`src/rtl/dmi_boot_sequencer_if.sv`:
```
// DMI request/response bundle between the boot sequencer and the debug module.
// Signal suffixes are from the sequencer's point of view.
//   dmi_req_valid_o   : request valid
//   dmi_req_ready_i   : request accepted
//   dmi_req_addr_o    : DMI register address
//   dmi_req_op_o      : 1 = read, 2 = write
//   dmi_req_data_o    : write data
//   dmi_resp_valid_i  : response valid
//   dmi_resp_ready_o  : response accepted
//   dmi_resp_data_i   : read data
//   dmi_resp_status_i : 0 = ok, 2 = failed, 3 = busy
interface dmi_boot_sequencer_if;
  logic        dmi_req_valid_o;
  logic        dmi_req_ready_i;
  logic [6:0]  dmi_req_addr_o;
  logic [1:0]  dmi_req_op_o;
  logic [31:0] dmi_req_data_o;
  logic        dmi_resp_valid_i;
  logic        dmi_resp_ready_o;
  logic [31:0] dmi_resp_data_i;
  logic [1:0]  dmi_resp_status_i;

  modport master (
    output dmi_req_valid_o, dmi_req_addr_o, dmi_req_op_o, dmi_req_data_o, dmi_resp_ready_o,
    input  dmi_req_ready_i, dmi_resp_valid_i, dmi_resp_data_i, dmi_resp_status_i
  );

  modport slave (
    input  dmi_req_valid_o, dmi_req_addr_o, dmi_req_op_o, dmi_req_data_o, dmi_resp_ready_o,
    output dmi_req_ready_i, dmi_resp_valid_i, dmi_resp_data_i, dmi_resp_status_i
  );
endinterface

```
`src/rtl/dmi_boot_sequencer.sv`:
```
// DMI master that boots harts under debug control: for each hart selected in
// the mask it halts the hart, writes the boot address into DPC through an
// abstract command, resumes the hart and confirms the resume.
// Ports:
//   clk_i, rst_i   : clock, synchronous active-high reset
//   start_i        : start pulse, ignored while busy_o
//   boot_addr_i    : DPC value, sampled at start
//   hart_mask_i    : harts to boot, sampled at start
//   dmi            : DMI request/response bundle (master side)
//   busy_o         : sequence running
//   done_o         : one-cycle pulse at the end of a sequence
//   error_o        : sticky error, cleared by the next accepted start
//   err_hart_o     : index of the failing hart
//   err_code_o     : 1 = DMI failed, 2 = poll timeout, 3 = cmderr nonzero
module dmi_boot_sequencer #(
  parameter int unsigned NumHarts    = 1,
  parameter int unsigned XLEN        = 64,
  parameter int unsigned PollTimeout = 4096
) (
  input  logic                clk_i,
  input  logic                rst_i,
  input  logic                start_i,
  input  logic [XLEN-1:0]     boot_addr_i,
  input  logic [NumHarts-1:0] hart_mask_i,
  dmi_boot_sequencer_if.master dmi,
  output logic                busy_o,
  output logic                done_o,
  output logic                error_o,
  output logic [9:0]          err_hart_o,
  output logic [2:0]          err_code_o
);

  localparam int unsigned CntW    = $clog2(PollTimeout + 1);
  localparam logic [1:0]  OpRead  = 2'd1;
  localparam logic [1:0]  OpWrite = 2'd2;
  localparam logic [2:0]  AarSize = (XLEN == 64) ? 3'd3 : 3'd2;
  // Abstract command: access register, transfer + write, regno = DPC
  localparam logic [31:0] CmdWord = {8'h00, 1'b0, AarSize, 1'b0, 1'b0, 1'b1, 1'b1, 16'h07B1};

  typedef enum logic [3:0] {
    IDLE, ACTIVATE, SEL_HALT, POLL_HALT, WR_DATA0, WR_DATA1, WR_CMD, POLL_CMD,
    CLR_ERR, RESUME, POLL_RESUME, CLR_RESUME, NEXT, FINISH
  } state_e;

  // Each register-access state walks through issue -> request handshake -> response
  typedef enum logic [1:0] {PH_ISSUE, PH_REQ, PH_RESP} phase_e;

  state_e              state_q, state_d;
  phase_e              phase_q, phase_d;
  logic [NumHarts-1:0] mask_q, mask_d;
  logic [XLEN-1:0]     addr_q, addr_d;
  logic [9:0]          hart_q, hart_d;
  logic [CntW-1:0]     cnt_q, cnt_d;
  logic                req_valid_q, req_valid_d;
  logic [6:0]          req_addr_q, req_addr_d;
  logic [1:0]          req_op_q, req_op_d;
  logic [31:0]         req_data_q, req_data_d;
  logic                resp_ready_q, resp_ready_d;
  logic                busy_q, busy_d;
  logic                done_q, done_d;
  logic                error_q, error_d;
  logic [9:0]          err_hart_q, err_hart_d;
  logic [2:0]          err_code_q, err_code_d;

  logic [6:0]  acc_addr;
  logic [1:0]  acc_op;
  logic [31:0] acc_data;
  logic [31:0] ctrl_base;
  logic [63:0] addr_ext;
  logic [9:0]  next_hart;
  logic [31:0] rdata;
  logic        poll_again;
  logic        fail;
  logic [2:0]  fail_code;

  assign ctrl_base = {6'b0, hart_q, 15'b0, 1'b1};
  assign addr_ext  = 64'(addr_q);
  assign rdata     = dmi.dmi_resp_data_i;

  // Register address, opcode and data for the access owned by the current state
  always_comb begin
    acc_addr = 7'h00;
    acc_op   = OpWrite;
    acc_data = 32'h0;
    case (state_q)
      ACTIVATE:    begin acc_addr = 7'h10; acc_data = 32'h1; end
      SEL_HALT:    begin acc_addr = 7'h10; acc_data = ctrl_base | 32'h8000_0000; end
      POLL_HALT:   begin acc_addr = 7'h11; acc_op = OpRead; end
      WR_DATA0:    begin acc_addr = 7'h04; acc_data = addr_ext[31:0]; end
      WR_DATA1:    begin acc_addr = 7'h05; acc_data = addr_ext[63:32]; end
      WR_CMD:      begin acc_addr = 7'h17; acc_data = CmdWord; end
      POLL_CMD:    begin acc_addr = 7'h16; acc_op = OpRead; end
      CLR_ERR:     begin acc_addr = 7'h16; acc_data = 32'h700; end
      RESUME:      begin acc_addr = 7'h10; acc_data = ctrl_base | 32'h4000_0000; end
      POLL_RESUME: begin acc_addr = 7'h11; acc_op = OpRead; end
      CLR_RESUME:  begin acc_addr = 7'h10; acc_data = ctrl_base; end
      default:     ;
    endcase
  end

  // Lowest set bit of the remaining mask; visited harts are cleared from it
  always_comb begin
    next_hart = 10'd0;
    for (int i = int'(NumHarts) - 1; i >= 0; i--) begin
      if (mask_q[i]) next_hart = 10'(i);
    end
  end

  always_comb begin
    state_d     = state_q;
    phase_d     = phase_q;
    mask_d      = mask_q;
    addr_d      = addr_q;
    hart_d      = hart_q;
    cnt_d       = cnt_q;
    req_valid_d = req_valid_q;
    req_addr_d  = req_addr_q;
    req_op_d    = req_op_q;
    req_data_d  = req_data_q;
    busy_d      = busy_q;
    done_d      = 1'b0;
    error_d     = error_q;
    err_hart_d  = err_hart_q;
    err_code_d  = err_code_q;
    poll_again  = 1'b0;
    fail        = 1'b0;
    fail_code   = 3'd0;

    case (state_q)
      IDLE: begin
        if (start_i) begin
          mask_d     = hart_mask_i;
          addr_d     = boot_addr_i;
          hart_d     = 10'd0;
          busy_d     = 1'b1;
          error_d    = 1'b0;
          err_hart_d = 10'd0;
          err_code_d = 3'd0;
          state_d    = ACTIVATE;
        end
      end
      NEXT: begin
        if (mask_q != '0) begin
          hart_d  = next_hart;
          mask_d  = mask_q & (mask_q - NumHarts'(1));
          state_d = SEL_HALT;
        end else begin
          state_d = FINISH;
        end
      end
      FINISH: begin
        busy_d  = 1'b0;
        done_d  = 1'b1;
        state_d = IDLE;
      end
      default: begin
        case (phase_q)
          PH_ISSUE: begin
            req_valid_d = 1'b1;
            req_addr_d  = acc_addr;
            req_op_d    = acc_op;
            req_data_d  = acc_data;
            phase_d     = PH_REQ;
          end
          PH_REQ: begin
            if (dmi.dmi_req_ready_i) begin
              req_valid_d = 1'b0;
              phase_d     = PH_RESP;
            end
          end
          PH_RESP: begin
            if (dmi.dmi_resp_valid_i && resp_ready_q) begin
              // busy status replays the held request without touching the poll count
              if (dmi.dmi_resp_status_i == 2'd3) begin
                phase_d = PH_ISSUE;
              end else if (dmi.dmi_resp_status_i != 2'd0) begin
                fail      = 1'b1;
                fail_code = 3'd1;
              end else begin
                case (state_q)
                  ACTIVATE:    state_d = NEXT;
                  SEL_HALT:    state_d = POLL_HALT;
                  POLL_HALT:   if (rdata[9]) state_d = WR_DATA0; else poll_again = 1'b1;
                  WR_DATA0:    state_d = (XLEN == 64) ? WR_DATA1 : WR_CMD;
                  WR_DATA1:    state_d = WR_CMD;
                  WR_CMD:      state_d = POLL_CMD;
                  POLL_CMD: begin
                    if (rdata[12])              poll_again = 1'b1;
                    else if (rdata[10:8] != 0)  state_d = CLR_ERR;
                    else                        state_d = RESUME;
                  end
                  CLR_ERR: begin
                    fail      = 1'b1;
                    fail_code = 3'd3;
                  end
                  RESUME:      state_d = POLL_RESUME;
                  POLL_RESUME: if (rdata[17]) state_d = CLR_RESUME; else poll_again = 1'b1;
                  CLR_RESUME:  state_d = NEXT;
                  default:     ;
                endcase
              end
            end
          end
          default: phase_d = PH_ISSUE;
        endcase
      end
    endcase

    // cnt_q holds the number of unsuccessful reads already made in this poll state
    if (poll_again) begin
      if (cnt_q == CntW'(PollTimeout - 1)) begin
        fail      = 1'b1;
        fail_code = 3'd2;
      end else begin
        cnt_d   = cnt_q + CntW'(1);
        phase_d = PH_ISSUE;
      end
    end

    if (state_d != state_q) begin
      phase_d = PH_ISSUE;
      cnt_d   = '0;
    end

    if (fail) begin
      state_d    = IDLE;
      phase_d    = PH_ISSUE;
      cnt_d      = '0;
      busy_d     = 1'b0;
      done_d     = 1'b1;
      error_d    = 1'b1;
      err_hart_d = hart_q;
      err_code_d = fail_code;
    end

    // Idle keeps accepting responses so stale ones left over from a reset drain away
    resp_ready_d = (state_d == IDLE) || (phase_d == PH_RESP);
  end

  always_ff @(posedge clk_i) begin
    if (rst_i) begin
      state_q      <= IDLE;
      phase_q      <= PH_ISSUE;
      mask_q       <= '0;
      addr_q       <= '0;
      hart_q       <= '0;
      cnt_q        <= '0;
      req_valid_q  <= 1'b0;
      req_addr_q   <= '0;
      req_op_q     <= '0;
      req_data_q   <= '0;
      resp_ready_q <= 1'b0;
      busy_q       <= 1'b0;
      done_q       <= 1'b0;
      error_q      <= 1'b0;
      err_hart_q   <= '0;
      err_code_q   <= '0;
    end else begin
      state_q      <= state_d;
      phase_q      <= phase_d;
      mask_q       <= mask_d;
      addr_q       <= addr_d;
      hart_q       <= hart_d;
      cnt_q        <= cnt_d;
      req_valid_q  <= req_valid_d;
      req_addr_q   <= req_addr_d;
      req_op_q     <= req_op_d;
      req_data_q   <= req_data_d;
      resp_ready_q <= resp_ready_d;
      busy_q       <= busy_d;
      done_q       <= done_d;
      error_q      <= error_d;
      err_hart_q   <= err_hart_d;
      err_code_q   <= err_code_d;
    end
  end

  assign dmi.dmi_req_valid_o  = req_valid_q;
  assign dmi.dmi_req_addr_o   = req_addr_q;
  assign dmi.dmi_req_op_o     = req_op_q;
  assign dmi.dmi_req_data_o   = req_data_q;
  assign dmi.dmi_resp_ready_o = resp_ready_q;
  assign busy_o               = busy_q;
  assign done_o               = done_q;
  assign error_o              = error_q;
  assign err_hart_o           = err_hart_q;
  assign err_code_o           = err_code_q;

endmodule

```
`src/flat_wrapper.sv`:
```
// flat-port wrapper written by rule: the top's interface ports become plain ports
module dmi_boot_sequencer_flat 
#(
  parameter int unsigned NumHarts    = 1,
  parameter int unsigned XLEN        = 64,
  parameter int unsigned PollTimeout = 4096
)
  (clk_i, rst_i, start_i, boot_addr_i, hart_mask_i, busy_o, done_o, error_o, err_hart_o, err_code_o, dmi_dmi_req_valid_o, dmi_dmi_req_addr_o, dmi_dmi_req_op_o, dmi_dmi_req_data_o, dmi_dmi_resp_ready_o, dmi_dmi_req_ready_i, dmi_dmi_resp_valid_i, dmi_dmi_resp_data_i, dmi_dmi_resp_status_i);
  dmi_boot_sequencer_if dmi_i ();
  input  logic clk_i;
  input  logic rst_i;
  input  logic start_i;
  input  logic [XLEN-1:0] boot_addr_i;
  input  logic [NumHarts-1:0] hart_mask_i;
  output logic busy_o;
  output logic done_o;
  output logic error_o;
  output logic [9:0] err_hart_o;
  output logic [2:0] err_code_o;
  output wire logic [$bits(dmi_i.dmi_req_valid_o)-1:0] dmi_dmi_req_valid_o;
  output wire logic [$bits(dmi_i.dmi_req_addr_o)-1:0] dmi_dmi_req_addr_o;
  output wire logic [$bits(dmi_i.dmi_req_op_o)-1:0] dmi_dmi_req_op_o;
  output wire logic [$bits(dmi_i.dmi_req_data_o)-1:0] dmi_dmi_req_data_o;
  output wire logic [$bits(dmi_i.dmi_resp_ready_o)-1:0] dmi_dmi_resp_ready_o;
  input wire logic [$bits(dmi_i.dmi_req_ready_i)-1:0] dmi_dmi_req_ready_i;
  input wire logic [$bits(dmi_i.dmi_resp_valid_i)-1:0] dmi_dmi_resp_valid_i;
  input wire logic [$bits(dmi_i.dmi_resp_data_i)-1:0] dmi_dmi_resp_data_i;
  input wire logic [$bits(dmi_i.dmi_resp_status_i)-1:0] dmi_dmi_resp_status_i;
  assign dmi_dmi_req_valid_o = dmi_i.dmi_req_valid_o;
  assign dmi_dmi_req_addr_o = dmi_i.dmi_req_addr_o;
  assign dmi_dmi_req_op_o = dmi_i.dmi_req_op_o;
  assign dmi_dmi_req_data_o = dmi_i.dmi_req_data_o;
  assign dmi_dmi_resp_ready_o = dmi_i.dmi_resp_ready_o;
  assign dmi_i.dmi_req_ready_i = dmi_dmi_req_ready_i;
  assign dmi_i.dmi_resp_valid_i = dmi_dmi_resp_valid_i;
  assign dmi_i.dmi_resp_data_i = dmi_dmi_resp_data_i;
  assign dmi_i.dmi_resp_status_i = dmi_dmi_resp_status_i;
  dmi_boot_sequencer #(.NumHarts(NumHarts), .XLEN(XLEN), .PollTimeout(PollTimeout)) u_core (.clk_i(clk_i), .rst_i(rst_i), .start_i(start_i), .boot_addr_i(boot_addr_i), .hart_mask_i(hart_mask_i), .dmi(dmi_i), .busy_o(busy_o), .done_o(done_o), .error_o(error_o), .err_hart_o(err_hart_o), .err_code_o(err_code_o));
endmodule
```
`config.mk`:
```
export PLATFORM = sky130hd
export DESIGN_NAME = dmi_boot_sequencer_flat
export DESIGN_NICKNAME = d
export VERILOG_FILES = /design/src/rtl/dmi_boot_sequencer_if.sv /design/src/rtl/dmi_boot_sequencer.sv /design/src/flat_wrapper.sv
export SDC_FILE = /design/constraint.sdc
export NUM_CORES = 1
export LEC_CHECK = 0
export CAP_MARGIN = 20
export CORE_ASPECT_RATIO = 1.25
export CORE_UTILIZATION = 40
export CTS_CLUSTER_DIAMETER = 120
export DETAILED_ROUTE_END_ITERATION = 7
export GPL_TIMING_DRIVEN = 1
export HOLD_SLACK_MARGIN = 0.12
export PLACE_DENSITY = 0.65
export SETUP_SLACK_MARGIN = 0.05
export SLEW_MARGIN = 20
export SYNTH_ARGS = -nofsm -noshare
export SYNTH_HDL_FRONTEND = slang
export SYNTH_SLANG_ARGS = --single-unit
```
`constraint.sdc`:
```
create_clock -name clk_i -period 3.6 [get_ports clk_i]
set_input_delay 0.72 -clock clk_i [delete_from_list [all_inputs] [get_ports clk_i]]
set_output_delay 0.72 -clock clk_i [all_outputs]
set_load 0.05 [all_outputs]
```
==> run_results.csv, run 1 <==
group,metric,value,unit
run_status,outcome,"completed",
grt,grt_max_degree,69,
critical_path,critPathMaxStageDelay,680,ps
logic_synthesis,yosys_warnings,0,
grt,grt_pass1_wl,24.7,mm
logic_synthesis,synth_top_area_share,44.6,%
logic_synthesis,seq_area_frac_synth,44.6,%
routing,drt.antenna.violating_nets,0,
pwr,p_int,3.51,mW
sta,finalSetupTns,0,ps
critical_path,crit_cells,7,
critical_path,crit_required,3940,ps
finish,area_growth_syn_to_layout,32.0,%
pwr,p_leak,2.74,nW
critical_path,critPathTopFamily,"simple AND/OR/NAND/NOR gates",
floorplanning,core,14000,um2
critical_path,rr_worst_depth,7,
routing,drt_iter0_drc,455,
floorplanning,chipHeight,137,um
logic_synthesis,postSynthAreaPerCell,7.78,um2
finish,nets,949,
logic_synthesis,synth-seq-cells,129,
place,io_buffers,121,
grt,grt_pass1_vias,5109,
routing,drc,0,
clock_network,clock_path_buffers,2,
logic_synthesis,async_reset_ff_share,0,%
critical_path,worstSetupEndpointType,"flip-flop",
logic_synthesis,yosysTopAreaCell,"dfxtp_1",
routing,vias_per_cell,5.26,
floorplanning,row_count,48,
logic_synthesis,synth_most_common_cell,"nand2_1",
clock_network,clkSlewWorstSetupHoldPaths,50,ps
sta,tightest_slew,889,ps
clock_network,cts_resized,0,
critical_path,arrival,3200,ps
sta,slew_viol_final,0,
pwr,ir_worst_vdd,0.344,mV
logic_synthesis,synth.distinct_cells,65,
finish,antennaDiodeCount,0,
pwr,p_switching,2.26,mW
finish,drive_above_1_share,8.17,%
floorplanning,die_x,110,um
grt,antenna_found_initial,0,
routing,num_vias,5428,
logic_synthesis,syn_area,5800,um2
sta,setup_viol,0,
critical_path,worstSetupStartpointType,"flip-flop",
sta,timing.final.crit_share,79.3,%
floorplanning,initial_utilization,41.4,%
logic_synthesis,synth_ff_type,"dfxtp_1",
critical_path,worstPathMaxFanout,21,
run,max_cap_viol_count,0,
clock_network,root_buffer,"clkbuf_16",
critical_path,path_buf_inv,2,
critical_path,critPathKind,"flip-flop to flip-flop",
sta,skew,4.34,ps
clock_network,hold_buffers,0,
pwr,p_seq_share,31.5,%
grt,track_usage,21.7,%
floorplanning,die-area,15000,um2
clock_network,clock_sinks,129,
hold_path,hp-class,"flip-flop to flip-flop",
logic_synthesis,synthCells,745,
pwr,combPwrFrac,38.7,%
clock_network,postCtsSetupBuffers,0,
logic_synthesis,synthTopCellsByCount,"153 x nand2_1, 129 x dfxtp_1, 108 x a21oi_1, 97 x nor2_1, 30 x clkbuf_1",
clock_network,cts_buffers,17,
routing,drt_pass1_iterations,5,
critical_path,path_cells,"or3_4, a21oi_1, or3_1, buf_4, buf_4, a21oi_1, nor2_1",
pwr,total_power,5.77,mW
sta,min_period,2850,ps
sta,hold_viol_final,0,
pwr,clkPwrFrac,29.8,%
pwr,power_density,754,nW/um2
hold_path,whs_path_depth,2,
pwr,p_sw_share,39.2,%
routing,wl_per_cell,15.4,um
place,post-dp-hpwl,11.0,mm
routing,routed_wl,15.9,mm
sta,rsz0062_at_grt,"false",
sta,fmax,350,MHz
clock_network,clk_latency,410,ps
place,place_congestion,0.886,
grt,overflow,0,
sta,maxSlewHeadroom,40.7,%
clock_network,cts_tree,"done",
critical_path,cp_slowest_cell,"or3_1",
floorplanning,io_pins,163,
logic_synthesis,synth_edf_count,0,
logic_synthesis,synth.area.top_cells,"dfxtp_1 45%, nand2_1 9.9%, a21oi_1 9.3%",
clock_network,htreeDepth,4,
finish,fill_cells,1329,
-- worst reg2reg max path, delay by kind of cell (launching register included) --
| family | cells | cell delay, ps |
|---|---|---|
| AO/OA/AOI/OAI | 2 | 450 |
| buffers and inverters | 2 | 550 |
| flip-flops | 1 | 510 |
| AND/OR/NAND/NOR | 3 | 1280 |
-- path summary, 6_finish.rpt --
| check | from | end | slack, ps |
|---|---|---|---|
| setup reg to reg | u_core.state_q[2]$_SDFF_PP0_ | u_core.dmi.dmi_req_data_o[28]$_SDFFE_PP0P_ | 750 |
| hold reg to reg | u_core.addr_ext[44]$_SDFFE_PP0P_ | u_core.addr_ext[44]$_SDFFE_PP0P_ | 450 |
| hold / removal | u_core.addr_ext[44]$_SDFFE_PP0P_ | u_core.addr_ext[44]$_SDFFE_PP0P_ | 450 |
| setup / recovery | u_core.state_q[2]$_SDFF_PP0_ | u_core.dmi.dmi_req_data_o[28]$_SDFFE_PP0P_ | 750 |
-- flip-flops by register name, indices dropped and copies added, names as in the netlist --
name,flops
u_core.dmi.dmi_resp_ready_o,1
u_core.dmi.dmi_req_valid_o,1
u_core.dmi.dmi_req_op_o,2
u_core.mask_q,1
u_core.err_code_o,2
u_core.state_q,4
u_core.dmi.dmi_req_data_o,32
u_core.cnt_q,13
u_core.busy_o,1
u_core.done_o,1
u_core.dmi.dmi_req_addr_o,4
u_core.error_o,1
u_core.addr_ext,64
u_core.phase_q,2
-- layout by cell type (no fill, tap or decap), types with 12 or more instances in the layout --
cell type,Yosys,final
clkdlybuf4s50_1,0,120
a22oi_1,27,27
o21ai_0,24,24
a21oi_1,108,108
nand2_1,153,153
conb_1,1,14
nor2_1,97,96
dfxtp_1,129,129
buf_4,14,12
nor3_1,19,19
clkbuf_16,0,17
-- power groups by stage --
stage                     logic, mW  clock network [mW]  registers (mW)
after floorplan                1.44                   0            1.93
after global placement         2.19                   0            1.83
after detailed placement       2.22                   0            1.84
after CTS                      2.23                1.75            1.81
after global routing           2.44                1.81            1.84
final                          2.23                1.72            1.82
-- kinds of logic (layout without fill, tap and decap cells) --
family,count (synthesis),count (layout),synth area share (%)
buffers and inverters,76,175,6.61
muxes,4,4,0.712
AOI/OAI and AO/OA,188,188,19.8
and+or+nand+nor,333,333,26.1
DFF,129,129,44.6
xor gates and xnor gates,13,13,1.96
other,1,14,0.0647
adders and majority gates,1,1,0.216
-- final cells by class --
class                   count  area (um2)  share of cell area, %
repair buffers            134        1330                   17.4
multi-input cells         553        2890                   37.7
inverters                   9        33.8                  0.442
well taps                 175         219                   2.86
clock buffers              21         460                   6.02
flip-flops and latches    129        2580                   33.8
clock inverters            11         136                   1.78
-- metrics by stage --
step	hold WS [ps]	cell area (um2)	setup WS [ps]	util (%)	instances
floorplan	430	5840	1190	-	758
global placement	438	7050	636	50.4	1000
detailed placement	448	7050	618	50.4	1000
CTS	455	7650	797	54.7	1032
global route	468	7650	621	54.7	1032
finish	453	7650	745	54.7	1032
-- metal layers --
| metal | vias up | GRT usage, % | part of all wire [%] |
|---|---|---|---|
| li1 | 2707 | - | - |
| met1 | 2547 | 25.8 | 42 |
| met2 | 155 | 37.9 | 52 |
| met3 | 19 | 4.67 | 4.9 |
| met4 | 0 | 7.85 | 1.7 |
| met5 | - | 0 | 0 |
Power figures use the tool's default switching activity.
==> run 2, diff against run 1 <==
Settings changed: PLACE_DENSITY 0.65 to 0.67.
Clock period 3.6 ns to 2.6 ns, I/O delays scaled along.
==> run 2 against run 1 <==
Largest cell class unchanged. Maximum frequency increased by 21%. Final area increased by 2.8%. Utilization increased by 1.5 points. Sequential share of layout area down 0.91 points. Via count increased by 2.4%. Critical path depth did not move. Die area stayed put.
==> run_results.csv, run 2 (synthesis results as in run 1) <==
group,metric,value,unit
floorplanning,core,14000,um2
sta,tightest_slew,802,ps
clock_network,clock_path_buffers,2,
sta,fmax,425,MHz
clock_network,cts_tree,"done",
sta,slew_viol_final,0,
routing,wl_per_cell,15.5,um
hold_path,whs_path_depth,2,
grt,track_usage,22.5,%
floorplanning,die_x,110,um
grt,overflow,0,
place,io_buffers,121,
routing,drc,0,
sta,min_period,2360,ps
finish,area_growth_syn_to_layout,35.7,%
grt,grt_pass1_vias,5337,
grt,antenna_found_initial,0,
sta,hold_viol_final,0,
sta,skew,13.9,ps
place,post-dp-hpwl,11.4,mm
sta,setup_viol,0,
floorplanning,io_pins,163,
sta,setup_slack,245,ps
clock_network,postCtsSetupBuffers,0,
floorplanning,row_count,48,
routing,drt_pass1_iterations,6,
grt,grtUsageMet2,39.9,%
sta,maxSlewHeadroom,46.1,%
routing,routed_wl,16.3,mm
sta,timing.final.crit_share,90.6,%
run_status,outcome,"completed",
critical_path,worstPathMaxFanout,16,
clock_network,htreeDepth,4,
pwr,total_power,8.30,mW
critical_path,rr_worst_depth,7,
sta,hold_slack,451,ps
routing,drt_iter0_drc,438,
critical_path,critPathKind,"flip-flop to flip-flop",
clock_network,clkSlewWorstSetupHoldPaths,50,ps
critical_path,arrival,2670,ps
routing,drt.antenna.violating_nets,0,
grt,grt_pass1_wl,25.8,mm
hold_path,hp-class,"flip-flop to flip-flop",
grt,busiest_layer,"met2",
finish,antennaDiodeCount,0,
finish,fill_cells,1328,
sta,rsz0062_at_grt,"false",
critical_path,worstSetupStartpointType,"flip-flop",
pwr,p_leak,2.83,nW
floorplanning,die-area,15000,um2
clock_network,root_buffer,"clkbuf_16",
floorplanning,chipHeight,137,um
finish,layout_common_cells,"153 x nand2_1, 129 x dfxtp_1, 120 x clkdlybuf4s50_1",
finish,largest_reg_flops,64,
routing,num_vias,5558,
clock_network,clk_latency,420,ps
grt,grt_max_degree,110,
finish,final_common_cell,"nand2_1",
floorplanning,initial_utilization,41.4,%
routing,vias_per_cell,5.29,
run,max_cap_viol_count,0,
grt,grt_util_met3,4.81,%
finish,nets,968,
place,place_congestion,0.930,
pwr,power_density,1060,nW/um2
grt,met1_usage,26.1,%
critical_path,crit_required,2920,ps
clock_network,clock_sinks,129,
finish,drive_above_1_share,10.4,%
pwr,ir_worst_vdd,0.552,mV
place,post-place-ws,-94.8,ps
clock_network,cts_buffers,17,
critical_path,worstSetupEndpointType,"flip-flop",
==> run 2: cell types whose count changed in the layout (fill, tap and decap cells not counted), sizes merged <==
cell | before | now
buf | 14 | 33
clkbuf | 21 | 17
clkinvlp | 1 | 5
clkinv | 7 | 4
bufinv | 3 | 4
inv | 9 | 10
==> run 2: what timing repair did <==
item	4_1_cts	5_1_grt
resized for setup	1	2
endpoints found under the setup margin	6	22
hold buffers	0	0
cloned	0	0
==> run 2: cell type report <==
cell class / instances / area (um2) / share of cell area (%)
sequential: 129 / 2580 / 32.8
multi-input combinational: 553 / 2900 / 36.9
clock buffer: 17 / 425 / 5.41
timing repair buffer: 153 / 1510 / 19.2
clock inverter: 14 / 190 / 2.42
inverter: 9 / 33.8 / 0.430
tap: 175 / 219 / 2.78
==> run 2: layer usage <==
layer | wire length, um | part of all wire, %
met1 | 6690 | 41
met2 | 8360 | 51
met3 | 912 | 5.6
met4 | 340 | 2.1
met5 | 0 | 0
==> run 2: critical path: stages (launching register included) <==
cell and delay (ps):
dfxtp_1 640, or3_4 250, a21oi_1 90, buf_4 170
nor3_1 620, buf_4 240, nor2_1 40, nor3_1 200
==> run 2: path summary, 6_finish.rpt <==
check	from	endpoint	slack [ps]
min reg2reg	u_core.dmi.dmi_req_data_o[30]$_SDFFE_PP0P_	u_core.dmi.dmi_req_data_o[30]$_SDFFE_PP0P_	450
max	u_core.state_q[3]$_SDFF_PP0_	u_core.dmi.dmi_req_addr_o[4]$_SDFFE_PP0P_	240
min	u_core.dmi.dmi_req_data_o[30]$_SDFFE_PP0P_	u_core.dmi.dmi_req_data_o[30]$_SDFFE_PP0P_	450
max reg2reg	u_core.state_q[3]$_SDFF_PP0_	u_core.dmi.dmi_req_addr_o[4]$_SDFFE_PP0P_	240
==> run 2: stage by stage <==
step	util [%]	instances	setup TNS (ps)	cell area (um2)
6_report	56.2	1050	0	7860
5_1_grt	56.2	1050	0	7860
4_1_cts	56.1	1050	0	7850
3_5_place_dp	51.7	1019	-1150	7230
3_3_place_gp	51.7	1019	-566	7230
2_1_floorplan	-	758	0	5840
==> run 2: power by group <==
| part | leakage (nW) | switching (mW) | total (mW) | internal (mW) |
|---|---|---|---|---|
| combinational | 1.50 | 2.12 | 3.32 | 1.19 |
| clock | 0.287 | 0.877 | 2.47 | 1.59 |
| sequential | 1.05 | 0.230 | 2.52 | 2.29 |
==> run 3, diff against run 2 <==
Settings changed: CORE_MARGIN set to 8.
==> run 3 against run 2 <==
Utilization fell by 0.72 points. Clock skew shrank 1.2 ps. Critical path depth unchanged. First-iteration DRC count is 12% higher. Via count decreased by 1.8%. Power increased by 1.7%. Critical path type unchanged. Critical endpoint is now u_core.phase_q[1]$_SDFF_PP0_. Largest cell class unchanged.
==> run_results.csv, run 3 (synthesis results as in run 1) <==
group,metric,value,unit
sta,maxSlewHeadroom,58.9,%
grt,track_usage,18.1,%
clock_network,clock_sinks,129,
finish,seq_area,2580,um2
grt,grtUsageMet2,30.8,%
floorplanning,row_count,49,
grt,overflow,0,
sta,min_period,2320,ps
clock_network,clk_latency,420,ps
finish,nets,973,
clock_network,root_buffer,"clkbuf_16",
critical_path,arrival,2610,ps
routing,vias_per_cell,5.15,
sta,tightest_slew,616,ps
grt,grt_util_met3,5.22,%
sta,hold_slack,453,ps
finish,multiInputGateArea,2900,um2
critical_path,worstSetupEndpointType,"flip-flop",
finish,final_common_cell,"nand2_1",
routing,num_vias,5457,
pwr,power_density,1070,nW/um2
pwr,ir_worst_vdd,0.606,mV
floorplanning,die_x,124,um
place,io_buffers,121,
routing,drt.antenna.violating_nets,0,
floorplanning,initial_utilization,40.6,%
clock_network,cts_buffers,17,
pwr,p_leak,2.90,nW
grt,busiest_layer,"met2",
sta,rsz0062_at_grt,"false",
finish,area_growth_syn_to_layout,36.7,%
routing,drc,0,
finish,stdcell_area,7920,um2
grt,grt_pass1_wl,26.6,mm
clock_network,postCtsSetupBuffers,0,
clock_network,htreeDepth,4,
routing,drt_pass1_iterations,5,
clock_network,cts_tree,"done",
finish,postLayoutCoreUtil,55.5,%
sta,hold_viol_final,0,
routing,wl_per_cell,15.8,um
clock_network,clkSlewWorstSetupHoldPaths,60,ps
sta,slew_viol_final,0,
finish,fill_cells,1337,
hold_path,hp-class,"flip-flop to flip-flop",
clock_network,clock_path_buffers,2,
critical_path,cp-startpoint,"u_core.state_q[3]$_SDFF_PP0_",
floorplanning,io_pins,163,
place,post-place-ws,-59.1,ps
grt,met1_usage,21.2,%
floorplanning,die-area,18600,um2
critical_path,worstSetupStartpointType,"flip-flop",
sta,skew,12.7,ps
sta,setup_viol,0,
place,placed_area,7250,um2
critical_path,reg2reg_from,"u_core.state_q[3]$_SDFF_PP0_",
floorplanning,chipHeight,151,um
finish,largest_reg_flops,64,
critical_path,crit_required,2890,ps
grt,grt_max_degree,82,
grt,grt_pass1_vias,5385,
sta,fmax,431,MHz
hold_path,hp-start,"u_core.addr_ext[45]$_SDFFE_PP0P_",
sta,setup_slack,281,ps
place,place_congestion,0.930,
place,post-dp-hpwl,11.8,mm
sta,finalSetupTns,0,ps
run_status,outcome,"completed",
routing,routed_wl,16.7,mm
run,max_cap_viol_count,0,
routing,drt_iter0_drc,489,
finish,drive_above_1_share,11.0,%
grt,antenna_found_initial,0,
sta,timing.final.crit_share,89.2,%
floorplanning,core,14300,um2
critical_path,worstPathMaxFanout,16,
finish,antennaDiodeCount,0,
critical_path,critPathKind,"flip-flop to flip-flop",
finish,layout_common_cells,"153 x nand2_1, 128 x dfxtp_1, 120 x clkdlybuf4s50_1",
## run 3: worst max-delay path, cell delays in order, from the launching register on
cell and delay (ps):
dfxtp_1 480, buf_4 230, and2_1 180, or3_2 500, a311o_1 330, o211ai_1 140, a211o_4 250, nor2_1 70
## run 3: repair_timing
item | CTS | global route
endpoints found under the hold margin | 0 | 0
endpoints found under the setup margin | 0 | 17
resized for setup | 0 | 3
hold buffers | 0 | 0
## run 3: stage by stage
stage | power [mW] | instances
after floorplan | 4.67 | 758
after global placement | 5.80 | 1027
after detailed placement | 5.82 | 1027
after CTS | 8.48 | 1059
after global routing | 8.95 | 1059
final | 8.45 | 1059
## run 3: metal layers
metal	wire length (um)	share of wire [%]
met1	7150	43
met2	8350	50
met3	966	5.8
met4	242	1.4
met5	0	0
## run 3: final cells by class
class / instances / share of cell area (%)
inverters: 9 / 0.426
well taps: 178 / 2.81
flip-flops and latches: 129 / 32.6
clock inverters: 10 / 2.26
repair buffers: 158 / 19.2
multi-input cells: 553 / 36.6
clock buffers: 22 / 6.11
## run 3: report_power, final
| part | internal [mW] | leakage [nW] | total, mW | switching (mW) |
|---|---|---|---|---|
| clock network | 1.80 | 0.330 | 2.64 | 0.843 |
| registers | 2.29 | 1.05 | 2.55 | 0.256 |
| logic | 1.19 | 1.52 | 3.26 | 2.07 |
## run 3: worst paths after layout
path	to	slack (ps)	depth (start not counted)
worst min-delay path	u_core.addr_ext[45]$_SDFFE_PP0P_	450	2
worst max register to register	u_core.phase_q[1]$_SDFF_PP0_	280	7
worst min register to register	u_core.addr_ext[45]$_SDFFE_PP0P_	450	2
worst max-delay path	u_core.phase_q[1]$_SDFF_PP0_	280	7
